File: config.mk
export PLATFORM = sky130hd
export DESIGN_NAME = memory_word_sequencer_flat
export DESIGN_NICKNAME = d
export VERILOG_FILES = /design/src/rtl/memory_word_sequencer_if.sv /design/src/rtl/memory_word_sequencer.sv /design/src/flat_wrapper.sv
export SDC_FILE = /design/constraint.sdc
export NUM_CORES = 1
export LEC_CHECK = 0
export ABC_CLOCK_PERIOD_IN_PS = 3200
export BUFFER_PORTS_ARGS = -buffer_cell sky130_fd_sc_hd__buf_2
export CAP_MARGIN = 20
export CORE_ASPECT_RATIO = 0.7
export CORE_MARGIN = 4
export CORE_UTILIZATION = 57
export CTS_CLUSTER_SIZE = 8
export DETAILED_ROUTE_END_ITERATION = 8
export PLACE_DENSITY = 0.9
export SYNTH_ARGS = -nofsm -noshare
export SYNTH_HDL_FRONTEND = slang
export SYNTH_SLANG_ARGS = --single-unit
File: constraint.sdc
create_clock -name clock -period 3.2 [get_ports clock]
set_input_delay 0.32 -clock clock [delete_from_list [all_inputs] [get_ports clock]]
set_output_delay 0.32 -clock clock [all_outputs]
set_load 0.03 [all_outputs]
File: src/rtl/memory_word_sequencer_if.sv
// Word-transfer bus between the control side and the memory word sequencer,
// together with the byte-wide memory port that the sequencer drives.
`timescale 1ns/1ps
interface memory_word_sequencer_if;
  logic        start;
  logic        write;
  logic [15:0] address;
  logic [15:0] wdata;
  logic [15:0] rdata;
  logic        busy;
  logic        done;
  logic        mem_cs;
  logic        mem_wr;
  logic [15:0] mem_addr;
  logic [7:0]  mem_data_out;
  logic [7:0]  mem_data_in;

  // Environment side: control FSM plus the byte memory.
  modport master (
    output start, write, address, wdata, mem_data_in,
    input  rdata, busy, done, mem_cs, mem_wr, mem_addr, mem_data_out
  );

  // Sequencer side.
  modport slave (
    input  start, write, address, wdata, mem_data_in,
    output rdata, busy, done, mem_cs, mem_wr, mem_addr, mem_data_out
  );
endinterface

File: src/rtl/memory_word_sequencer.sv
// Memory word sequencer: turns one 16-bit word read/write request into two
// byte accesses at address and address+1 on a byte-wide synchronous memory.
//
// state  | meaning
// IDLE   | waiting for start; request fields latched on accept
// ACC_LO | first byte access (base address)
// ACC_HI | second byte access (base address + 1, wraps at 16 bits)
// DRAIN  | read only: waiting MEM_LATENCY cycles for read bytes to return
// DONE   | one-cycle done pulse; start not accepted here
`timescale 1ns/1ps
module memory_word_sequencer #(
  parameter bit          LITTLE_ENDIAN = 1'b1,
  parameter int unsigned MEM_LATENCY   = 1
) (
  input logic                     clock,
  input logic                     reset,
  memory_word_sequencer_if.slave  bus
);

  typedef enum logic [2:0] {
    IDLE   = 3'd0,
    ACC_LO = 3'd1,
    ACC_HI = 3'd2,
    DRAIN  = 3'd3,
    DONE   = 3'd4
  } state_t;

  // Drain counter counts down from MEM_LATENCY-1; terminal count 0 ends DRAIN.
  localparam logic [1:0] DRAIN_LOAD = 2'(MEM_LATENCY - 1);
  localparam bit         LAT_ONE    = (MEM_LATENCY == 1);

  state_t      state;
  state_t      next_state;

  logic        write_q;
  logic [15:0] addr_q;
  logic [15:0] wdata_q;
  logic [7:0]  byte_first;
  logic [1:0]  drain_cnt;

  logic [15:0] rdata_q;
  logic        busy_q;
  logic        done_q;
  logic        cs_q;
  logic        wr_q;
  logic [15:0] mem_addr_q;
  logic [7:0]  dout_q;

  logic        cs_n;
  logic        wr_n;
  logic        busy_n;
  logic        done_n;
  logic [15:0] mem_addr_n;
  logic [7:0]  dout_n;

  logic        sample_first;
  logic        sample_second;

  // The byte from the base address lands MEM_LATENCY cycles after ACC_LO,
  // the second byte exactly when the drain counter reaches terminal count.
  assign sample_first  = (state == ACC_HI && LAT_ONE) ||
                         (state == DRAIN && drain_cnt == 2'd1);
  assign sample_second = (state == DRAIN && drain_cnt == 2'd0);

  // State register.
  always_ff @(posedge clock) begin
    if (!reset) state <= IDLE;
    else        state <= next_state;
  end

  // Next state and next values of the registered outputs.
  always_comb begin
    next_state = state;
    cs_n       = 1'b0;
    wr_n       = 1'b0;
    busy_n     = 1'b0;
    done_n     = 1'b0;
    mem_addr_n = mem_addr_q;
    dout_n     = dout_q;
    case (state)
      IDLE: begin
        if (bus.start) begin
          next_state = ACC_LO;
          cs_n       = 1'b1;
          wr_n       = bus.write;
          busy_n     = 1'b1;
          mem_addr_n = bus.address;
          dout_n     = LITTLE_ENDIAN ? bus.wdata[7:0] : bus.wdata[15:8];
        end
      end
      ACC_LO: begin
        next_state = ACC_HI;
        cs_n       = 1'b1;
        wr_n       = write_q;
        busy_n     = 1'b1;
        mem_addr_n = addr_q + 16'd1;
        dout_n     = LITTLE_ENDIAN ? wdata_q[15:8] : wdata_q[7:0];
      end
      ACC_HI: begin
        if (write_q) begin
          next_state = DONE;
          done_n     = 1'b1;
        end else begin
          next_state = DRAIN;
          busy_n     = 1'b1;
        end
      end
      DRAIN: begin
        if (drain_cnt == 2'd0) begin
          next_state = DONE;
          done_n     = 1'b1;
        end else begin
          busy_n     = 1'b1;
        end
      end
      DONE:    next_state = IDLE;
      default: next_state = IDLE;
    endcase
  end

  // Output registers, request latches, drain counter and read assembly.
  always_ff @(posedge clock) begin
    if (!reset) begin
      write_q    <= 1'b0;
      addr_q     <= 16'h0000;
      wdata_q    <= 16'h0000;
      byte_first <= 8'h00;
      drain_cnt  <= 2'd0;
      rdata_q    <= 16'h0000;
      busy_q     <= 1'b0;
      done_q     <= 1'b0;
      cs_q       <= 1'b0;
      wr_q       <= 1'b0;
      mem_addr_q <= 16'h0000;
      dout_q     <= 8'h00;
    end else begin
      busy_q     <= busy_n;
      done_q     <= done_n;
      cs_q       <= cs_n;
      wr_q       <= wr_n;
      mem_addr_q <= mem_addr_n;
      dout_q     <= dout_n;
      if (state == IDLE && bus.start) begin
        write_q <= bus.write;
        addr_q  <= bus.address;
        wdata_q <= bus.wdata;
      end
      if (state == ACC_HI)
        drain_cnt <= DRAIN_LOAD;
      else if (state == DRAIN && drain_cnt != 2'd0)
        drain_cnt <= drain_cnt - 2'd1;
      if (sample_first)
        byte_first <= bus.mem_data_in;
      // Second byte goes straight into the word so it is visible in DONE.
      if (sample_second)
        rdata_q <= LITTLE_ENDIAN ? {bus.mem_data_in, byte_first}
                                 : {byte_first, bus.mem_data_in};
    end
  end

  assign bus.rdata        = rdata_q;
  assign bus.busy         = busy_q;
  assign bus.done         = done_q;
  assign bus.mem_cs       = cs_q;
  assign bus.mem_wr       = wr_q;
  assign bus.mem_addr     = mem_addr_q;
  assign bus.mem_data_out = dout_q;

endmodule

File: src/flat_wrapper.sv
// flat-port wrapper written by rule: the top's interface ports become plain ports
module memory_word_sequencer_flat 
#(
  parameter bit          LITTLE_ENDIAN = 1'b1,
  parameter int unsigned MEM_LATENCY   = 1
)
  (clock, reset, bus_start, bus_write, bus_address, bus_wdata, bus_mem_data_in, bus_rdata, bus_busy, bus_done, bus_mem_cs, bus_mem_wr, bus_mem_addr, bus_mem_data_out);
  memory_word_sequencer_if bus_i ();
  input logic clock;
  input logic reset;
  input wire logic [$bits(bus_i.start)-1:0] bus_start;
  input wire logic [$bits(bus_i.write)-1:0] bus_write;
  input wire logic [$bits(bus_i.address)-1:0] bus_address;
  input wire logic [$bits(bus_i.wdata)-1:0] bus_wdata;
  input wire logic [$bits(bus_i.mem_data_in)-1:0] bus_mem_data_in;
  output wire logic [$bits(bus_i.rdata)-1:0] bus_rdata;
  output wire logic [$bits(bus_i.busy)-1:0] bus_busy;
  output wire logic [$bits(bus_i.done)-1:0] bus_done;
  output wire logic [$bits(bus_i.mem_cs)-1:0] bus_mem_cs;
  output wire logic [$bits(bus_i.mem_wr)-1:0] bus_mem_wr;
  output wire logic [$bits(bus_i.mem_addr)-1:0] bus_mem_addr;
  output wire logic [$bits(bus_i.mem_data_out)-1:0] bus_mem_data_out;
  assign bus_i.start = bus_start;
  assign bus_i.write = bus_write;
  assign bus_i.address = bus_address;
  assign bus_i.wdata = bus_wdata;
  assign bus_i.mem_data_in = bus_mem_data_in;
  assign bus_rdata = bus_i.rdata;
  assign bus_busy = bus_i.busy;
  assign bus_done = bus_i.done;
  assign bus_mem_cs = bus_i.mem_cs;
  assign bus_mem_wr = bus_i.mem_wr;
  assign bus_mem_addr = bus_i.mem_addr;
  assign bus_mem_data_out = bus_i.mem_data_out;
  memory_word_sequencer #(.LITTLE_ENDIAN(LITTLE_ENDIAN), .MEM_LATENCY(MEM_LATENCY)) u_core (.clock(clock), .reset(reset), .bus(bus_i));
endmodule
==> impl_metrics.xml, run 1 <==
<?xml version="1.0" encoding="UTF-8"?>
<metrics>
  <group name="cts">
    <metric name="clk_latency" unit="ps">360</metric>
    <metric name="post_cts.resized_instances" unit="">0</metric>
    <metric name="cts_root_buffer" unit="">clkbuf_8</metric>
    <metric name="numCtsBuffers" unit="">9</metric>
    <metric name="number_of_buffers_inserted_by_hold_repair_at_cts" unit="">0</metric>
    <metric name="cts_tree" unit="">yes</metric>
    <metric name="cts-htree-levels" unit="">3</metric>
    <metric name="clk_pin_slew" unit="ps">80</metric>
    <metric name="cts.sink_count" unit="">82</metric>
    <metric name="cts_setup_buffers" unit="">0</metric>
    <metric name="maximum_buffer_depth_of_the_clock_tree" unit="">2</metric>
  </group>
  <group name="sta">
    <metric name="finalSetupViolCount" unit="">0</metric>
    <metric name="slew_headroom" unit="%">34.5</metric>
    <metric name="tns" unit="ps">0</metric>
    <metric name="period_needed" unit="ps">2140</metric>
    <metric name="final_hold_viol_count" unit="">0</metric>
    <metric name="rsz0062_at_grt" unit="">no</metric>
    <metric name="worst_pin_slew" unit="ps">982</metric>
    <metric name="timing.clock.skew" unit="ps">5.03</metric>
    <metric name="fin_crit_sh" unit="%">67.0</metric>
    <metric name="clock.fmax" unit="MHz">467</metric>
    <metric name="final_max_slew_viol_count" unit="">0</metric>
  </group>
  <group name="critical_path">
    <metric name="critical-path-max-stage-delay" unit="ps">780</metric>
    <metric name="critPathSlowestCell" unit="">and2b_1</metric>
    <metric name="path_cells" unit="">nor3b_4 -&gt; and2b_1 -&gt; nand2_1 -&gt; a211oi_1</metric>
    <metric name="path_max_fanout" unit="">25</metric>
    <metric name="critPathCaptureType" unit="">flip-flop</metric>
    <metric name="r2r_cells" unit="">4</metric>
    <metric name="critPathRequiredTime" unit="ps">3480</metric>
    <metric name="critical_path_class" unit="">flip-flop to flip-flop</metric>
    <metric name="arrival" unit="ps">2420</metric>
    <metric name="worstSetupStartpointType" unit="">flip-flop</metric>
  </group>
  <group name="detailed_routing">
    <metric name="drc_errors" unit="">0</metric>
    <metric name="routed-via-count" unit="">3100</metric>
    <metric name="drtPass1Iterations" unit="">4</metric>
    <metric name="viasPerCell" unit="">5.52</metric>
    <metric name="post_drt_wl_per_cell" unit="µm">15.3</metric>
    <metric name="antenna_violating_nets_post_route" unit="">0</metric>
    <metric name="dr.first_iter.drc_count" unit="">165</metric>
    <metric name="drt_wl_total" unit="µm">8580</metric>
  </group>
  <group name="placement">
    <metric name="io_buffer_count" unit="">87</metric>
    <metric name="place_area" unit="mm²">0.00398</metric>
    <metric name="place_congestion" unit="">0.860</metric>
    <metric name="hpwl_reported_at_the_end_of_detailed_placement" unit="µm">5810</metric>
  </group>
  <group name="final_layout">
    <metric name="filler_cell_count" unit="">439</metric>
    <metric name="nNetsFinal" unit="">528</metric>
    <metric name="syn_to_final_growth" unit="%">18.0</metric>
    <metric name="design_area" unit="mm²">0.00424</metric>
    <metric name="layout-drive-gt1-share" unit="%">24.5</metric>
  </group>
  <group name="pwr">
    <metric name="leakagePower" unit="nW">1.81</metric>
    <metric name="p_per_area" unit="mW/mm²">598</metric>
    <metric name="vdd.ir_drop.worst" unit="V">0.000295</metric>
  </group>
  <group name="global_route">
    <metric name="globalRoute.totalOverflow" unit="">0</metric>
    <metric name="grt_use_total" unit="%">22.7</metric>
    <metric name="grt_pass1_wl" unit="µm">13600</metric>
    <metric name="grt_antenna_before_repair" unit="">1</metric>
    <metric name="grt_pass1_vias" unit="">2968</metric>
    <metric name="largest_net_degree_at_the_start_of_global_routing" unit="">58</metric>
  </group>
  <group name="status">
    <metric name="run_status" unit="">complete, no violations</metric>
  </group>
  <group name="floorplan">
    <metric name="die_x" unit="µm">103</metric>
    <metric name="die_area" unit="mm²">0.00765</metric>
    <metric name="fp-row-count" unit="">23</metric>
    <metric name="start_util" unit="%">60.8</metric>
    <metric name="die_height" unit="µm">74.4</metric>
    <metric name="core_area" unit="mm²">0.00590</metric>
    <metric name="boundaryPins" unit="">88</metric>
  </group>
  <group name="worst_hold_path">
    <metric name="timing.hold.worst_path_depth" unit="">3</metric>
    <metric name="worstHoldPathType" unit="">input pin to flip-flop</metric>
  </group>
  <group name="synthesis">
    <metric name="postSynthRegisterBits" unit="">82</metric>
    <metric name="synth_nets" unit="">456</metric>
    <metric name="netlist-cell-type-count" unit="">40</metric>
    <metric name="yosys_warnings" unit="">0</metric>
    <metric name="area_of_the_mapped_netlist" unit="mm²">0.00359</metric>
    <metric name="netlist_instances" unit="">409</metric>
    <metric name="synth.yosys.seq_area_share" unit="%">45.7</metric>
    <metric name="postSynthAreaPerCell" unit="µm²">8.77</metric>
  </group>
  <group name="job">
    <metric name="cap_viol_max_count" unit="">0</metric>
  </group>
</metrics>
## worst paths after layout
path	start	end	slack, ps
worst max register to register	u_core.state[1]	u_core.bus.mem_wr	1060
worst min-delay path	bus_address[12]	u_core.addr_q[12]	200
worst min register to register	u_core.wdata_q[15]	u_core.wdata_q[15]	460
worst max-delay path	u_core.state[1]	u_core.bus.mem_wr	1060
## Yosys cell counts
cell / instances / area, µm²
nor3_1: 4 / 20.0
nor3b_1: 1 / 7.51
xor2_1: 3 / 26.3
and2b_1: 1 / 7.51
buf_6: 4 / 45.0
and3_1: 4 / 25.0
nor2_1: 12 / 45.0
a311oi_1: 1 / 8.76
dfxtp_1: 82 / 1640
a211oi_1: 7 / 52.6
buf_4: 5 / 37.5
o21ai_1: 6 / 30.0
clkbuf_2: 1 / 5.00
o211a_1: 5 / 50.1
nor3b_2: 2 / 25.0
mux2i_1: 20 / 200
nand2_2: 1 / 6.26
nand3_1: 6 / 30.0
xnor2_1: 11 / 96.3
and2_1: 1 / 6.26
and4_1: 1 / 8.76
clkbuf_1: 12 / 45.0
mux2_1: 4 / 45.0
a21boi_1: 5 / 37.5
a31oi_1: 2 / 12.5
ha_1: 3 / 37.5
buf_2: 8 / 40.0
nand4_2: 1 / 12.5
inv_1: 8 / 30.0
a21boi_0: 23 / 173
nand2b_1: 4 / 25.0
a21oi_1: 28 / 140
o2bb2ai_1: 1 / 8.76
and2b_4: 1 / 10.0
nand4_1: 5 / 31.3
nor2b_1: 9 / 56.3
nor4_1: 4 / 25.0
o21ai_0: 6 / 30.0
nand2_1: 100 / 375
mux2_2: 7 / 78.8
## layer usage
layer / track usage [%] / part of all wire, %
met4: 8.48 / 1.0
met5: 0 / 0
met2: 36.1 / 45
met3: 7.87 / 9.5
met1: 28.9 / 44
## per-stage QoR
step,util (%),setup slack (ps),hold WS (ps),power [mW],std cells
after floorplan,-,1700,435,1.51,409
after global placement,67.5,1150,440,1.61,545
after detailed placement,67.5,1070,450,1.63,545
after CTS,71.7,1030,184,2.54,561
after global routing,71.8,818,192,2.63,562
final,71.8,1060,197,2.53,562
## placed cells by master, fill, tap and decap left out, types with 5 or more instances in the layout
cell type    n
nand3_1      6
nand4_1      5
a211oi_1     7
xnor2_1     11
clkbuf_8    10
buf_2       87
mux2_2       7
nand2_1    100
nor2_1      12
nor2b_1      9
o211a_1      5
inv_1        8
a21boi_1     5
o21ai_1      6
dfxtp_1     82
a21oi_1     28
mux2i_1     20
o21ai_0      6
a21boi_0    23
## worst max-delay path, delay by kind of cell (launching register included)
kind,cells,cell delay [ps]
DFF,1,430
AOI/OAI and AO/OA,1,220
and+or+nand+nor,3,1420
## report_power, final
group	internal (mW)	total (mW)	switching, mW
combinational	0.168	0.447	0.280
clock	0.540	0.920	0.380
sequential	1.10	1.16	0.0632
total	1.81	2.53	0.723
## registers in the layout, indices dropped and copies added, names as in the netlist, 2 cells and up
name,count
u_core.bus.mem_data_out,8
u_core.drain_cnt,2
u_core.bus.mem_addr,16
u_core.byte_first,8
u_core.addr_q,16
u_core.bus.rdata,16
u_core.state,3
u_core.wdata_q,8
## cells by family (layout without fill, tap and decap cells)
kind of cell | after synthesis | count (layout) | share of synthesized area (%)
flip-flops | 82 | 82 | 45.7
other | 0 | 1 | 0
multiplexers | 31 | 31 | 9.03
XOR/XNOR | 14 | 14 | 3.42
AND/OR/NAND/NOR | 157 | 157 | 20.0
adder cells (fa/ha/maj) | 3 | 3 | 1.05
AO/OA/AOI/OAI | 84 | 84 | 15.1
buffers and inverters | 38 | 115 | 5.65
## area by class of cell
class | instances | area, µm² | area share, %
multi-input cells | 289 | 1750 | 41.3
well taps | 75 | 93.8 | 2.22
clock buffers | 10 | 138 | 3.25
flip-flops and latches | 82 | 1640 | 38.8
diodes | 1 | 2.50 | 0.0591
repair buffers | 91 | 465 | 11.0
clock inverters | 6 | 114 | 2.69
inverters | 8 | 30.0 | 0.709
(Power assumes the default switching activity.)
==> run 2, diff against run 1 <==
- ABC_CLOCK_PERIOD_IN_PS: 3200 -> 2250
- CORE_UTILIZATION: 57 -> 53
- PLACE_DENSITY: 0.9 -> 0.85
- clock period: 3.2 -> 2.25 ns (I/O delays scaled with it)
==> impl_metrics.xml, run 2 (same netlist as run 1, synthesis figures left out) <==
<?xml version="1.0" encoding="UTF-8"?>
<metrics>
  <group name="final_layout">
    <metric name="layout-drive-gt1-share" unit="%">24.9</metric>
    <metric name="nNetsFinal" unit="">532</metric>
    <metric name="filler_cell_count" unit="">535</metric>
    <metric name="antenna-diode-count" unit="">0</metric>
    <metric name="util_after_layout" unit="%">65.9</metric>
    <metric name="most-common-layout-cells" unit="">nand2_1 (100), buf_2 (87), dfxtp_1 (82)</metric>
    <metric name="syn_to_final_growth" unit="%">17.5</metric>
    <metric name="mostFrequentLayoutCell" unit="">nand2_1</metric>
    <metric name="design_area" unit="mm²">0.00422</metric>
  </group>
  <group name="critical_path">
    <metric name="crit_start" unit="">u_core.state[1]</metric>
    <metric name="critPathCaptureType" unit="">flip-flop</metric>
    <metric name="worstSetupStartpointType" unit="">flip-flop</metric>
    <metric name="path_max_fanout" unit="">16</metric>
    <metric name="critPathRequiredTime" unit="ps">2500</metric>
    <metric name="critical-path-max-stage-delay" unit="ps">560</metric>
    <metric name="worstReg2RegStart" unit="">u_core.state[1]</metric>
    <metric name="crit_end" unit="">u_core.bus.rdata[0]</metric>
    <metric name="critPathSlowestCell" unit="">dfxtp_1</metric>
    <metric name="arrival" unit="ps">1990</metric>
    <metric name="crit-reg2reg-capture" unit="">u_core.bus.rdata[0]</metric>
    <metric name="worst-r2r-setup-slack" unit="ps">510</metric>
    <metric name="critical_path_class" unit="">flip-flop to flip-flop</metric>
    <metric name="path_cells" unit="">and2b_4 -&gt; nand3_1 -&gt; nand2_1 -&gt; a21boi_0</metric>
    <metric name="r2r_cells" unit="">4</metric>
  </group>
  <group name="cts">
    <metric name="number_of_buffers_inserted_by_hold_repair_at_cts" unit="">0</metric>
    <metric name="numCtsBuffers" unit="">9</metric>
    <metric name="cts.sink_count" unit="">82</metric>
    <metric name="maximum_buffer_depth_of_the_clock_tree" unit="">2</metric>
    <metric name="clk_pin_slew" unit="ps">80</metric>
    <metric name="cts_setup_buffers" unit="">0</metric>
    <metric name="cts-htree-levels" unit="">3</metric>
    <metric name="clk_latency" unit="ps">360</metric>
    <metric name="post_cts.resized_instances" unit="">0</metric>
    <metric name="cts_tree" unit="">yes</metric>
    <metric name="cts_root_buffer" unit="">clkbuf_8</metric>
  </group>
  <group name="pwr">
    <metric name="proportion_of_total_power_due_to_net_switching" unit="%">30.1</metric>
    <metric name="switchingPower" unit="mW">1.00</metric>
    <metric name="leakagePower" unit="nW">1.81</metric>
    <metric name="internal_power" unit="mW">2.32</metric>
    <metric name="vdd.ir_drop.worst" unit="V">0.000437</metric>
    <metric name="power.total" unit="mW">3.32</metric>
    <metric name="share_seq_of_total_power" unit="%">49.6</metric>
    <metric name="power.combinational.fraction" unit="%">19.6</metric>
    <metric name="p_per_area" unit="mW/mm²">787</metric>
    <metric name="clock_power_share" unit="%">30.8</metric>
  </group>
  <group name="global_route">
    <metric name="grt_antenna_before_repair" unit="">0</metric>
    <metric name="grt_pass1_wl" unit="µm">13700</metric>
    <metric name="globalRoute.totalOverflow" unit="">0</metric>
    <metric name="grt_use_total" unit="%">20.7</metric>
    <metric name="grt_pass1_vias" unit="">2857</metric>
    <metric name="largest_net_degree_at_the_start_of_global_routing" unit="">37</metric>
  </group>
  <group name="floorplan">
    <metric name="die_height" unit="µm">76.8</metric>
    <metric name="die_area" unit="mm²">0.00817</metric>
    <metric name="boundaryPins" unit="">88</metric>
    <metric name="core_area" unit="mm²">0.00640</metric>
    <metric name="start_util" unit="%">56.1</metric>
    <metric name="fp-row-count" unit="">24</metric>
    <metric name="die_x" unit="µm">106</metric>
  </group>
  <group name="detailed_routing">
    <metric name="top_layer_used" unit="">met4</metric>
    <metric name="met2_wirelength" unit="µm">3520</metric>
    <metric name="routed-via-count" unit="">3065</metric>
    <metric name="wl_met3" unit="µm">872</metric>
    <metric name="drc_errors" unit="">0</metric>
    <metric name="antenna_violating_nets_post_route" unit="">0</metric>
    <metric name="viasPerCell" unit="">5.28</metric>
    <metric name="route.layer.met1.wl" unit="µm">3730</metric>
    <metric name="dr.first_iter.drc_count" unit="">110</metric>
    <metric name="drtPass1Iterations" unit="">5</metric>
    <metric name="drt_wl_total" unit="µm">8260</metric>
    <metric name="post_drt_wl_per_cell" unit="µm">14.2</metric>
  </group>
  <group name="placement">
    <metric name="io_buffer_count" unit="">87</metric>
    <metric name="placement.setup.worst_slack" unit="ps">510</metric>
    <metric name="hpwl_reported_at_the_end_of_detailed_placement" unit="µm">5840</metric>
    <metric name="place_area" unit="mm²">0.00403</metric>
    <metric name="place_congestion" unit="">0.784</metric>
  </group>
  <group name="sta">
    <metric name="worst_pin_slew" unit="ps">736</metric>
    <metric name="rsz0062_at_grt" unit="">no</metric>
    <metric name="clock.fmax" unit="MHz">574</metric>
    <metric name="slew_headroom" unit="%">50.9</metric>
    <metric name="final.setup.worst_slack" unit="ps">507</metric>
    <metric name="period_needed" unit="ps">1740</metric>
    <metric name="final_max_slew_viol_count" unit="">0</metric>
    <metric name="final_hold_viol_count" unit="">0</metric>
    <metric name="fin_crit_sh" unit="%">77.5</metric>
    <metric name="tns" unit="ps">0</metric>
    <metric name="timing.clock.skew" unit="ps">8.83</metric>
    <metric name="finalSetupViolCount" unit="">0</metric>
  </group>
  <group name="job">
    <metric name="cap_viol_max_count" unit="">0</metric>
  </group>
  <group name="worst_hold_path">
    <metric name="worstHoldPathType" unit="">input pin to flip-flop</metric>
  </group>
  <group name="status">
    <metric name="run_status" unit="">complete, no violations</metric>
  </group>
</metrics>
## run 2: cell types whose count changed in the layout (fill, tap and decap cells not counted), sizes merged
cell      previous run  this run
buf                 91        95
bufinv               3         1
clkinv               1         4
clkinvlp             2         1
diode                1         0
## run 2: per-layer routing
metal / track usage (%) / vias to the layer above
met5: 0 / -
met4: 8.41 / 0
met3: 6.80 / 15
met2: 31.5 / 124
met1: 27.1 / 1392
li1: - / 1534
## run 2: final cells by class
cell class / instances / area (µm²) / area share, %
Sequential cell: 82 / 1640 / 38.9
Inverter: 8 / 30.0 / 0.712
Tap cell: 91 / 114 / 2.70
Clock inverter: 6 / 57.6 / 1.36
Multi-Input combinational cell: 289 / 1750 / 41.5
Clock buffer: 10 / 128 / 3.03
Timing Repair Buffer: 95 / 495 / 11.8
## run 2: worst min-delay path by stage
stage	endpoint	cells after the start	startpoint
floorplan	u_core.wdata_q[12]	2	bus_wdata[12]
global placement	u_core.wdata_q[13]	2	u_core.wdata_q[13]
detailed placement	u_core.wdata_q[12]	2	u_core.wdata_q[12]
CTS	u_core.addr_q[12]	3	bus_address[12]
global route	u_core.addr_q[11]	3	bus_address[11]
finish	u_core.addr_q[12]	3	bus_address[12]
## run 2: worst max-delay path, delay by kind of cell, from the launching register on
kind	cells	cell delay, ps
DFF	1	560
AOI/OAI and AO/OA	1	100
and+or+nand+nor	3	970
## run 2: per-stage QoR
| stage | hold slack (ps) | cells |
|---|---|---|
| after detailed placement | 448 | 565 |
| after global routing | 96.2 | 581 |
| after floorplan | 360 | 409 |
| after CTS | 92.6 | 581 |
| final | 104 | 581 |
| after global placement | 444 | 565 |
## run 2: power groups by stage
stage,logic (mW),registers [mW],clock network (mW)
final,0.652,1.64,1.02
after detailed placement,0.652,1.68,0
after floorplan,0.367,1.79,0
after global routing,0.709,1.66,1.10
after CTS,0.655,1.64,1.04
after global placement,0.638,1.67,0
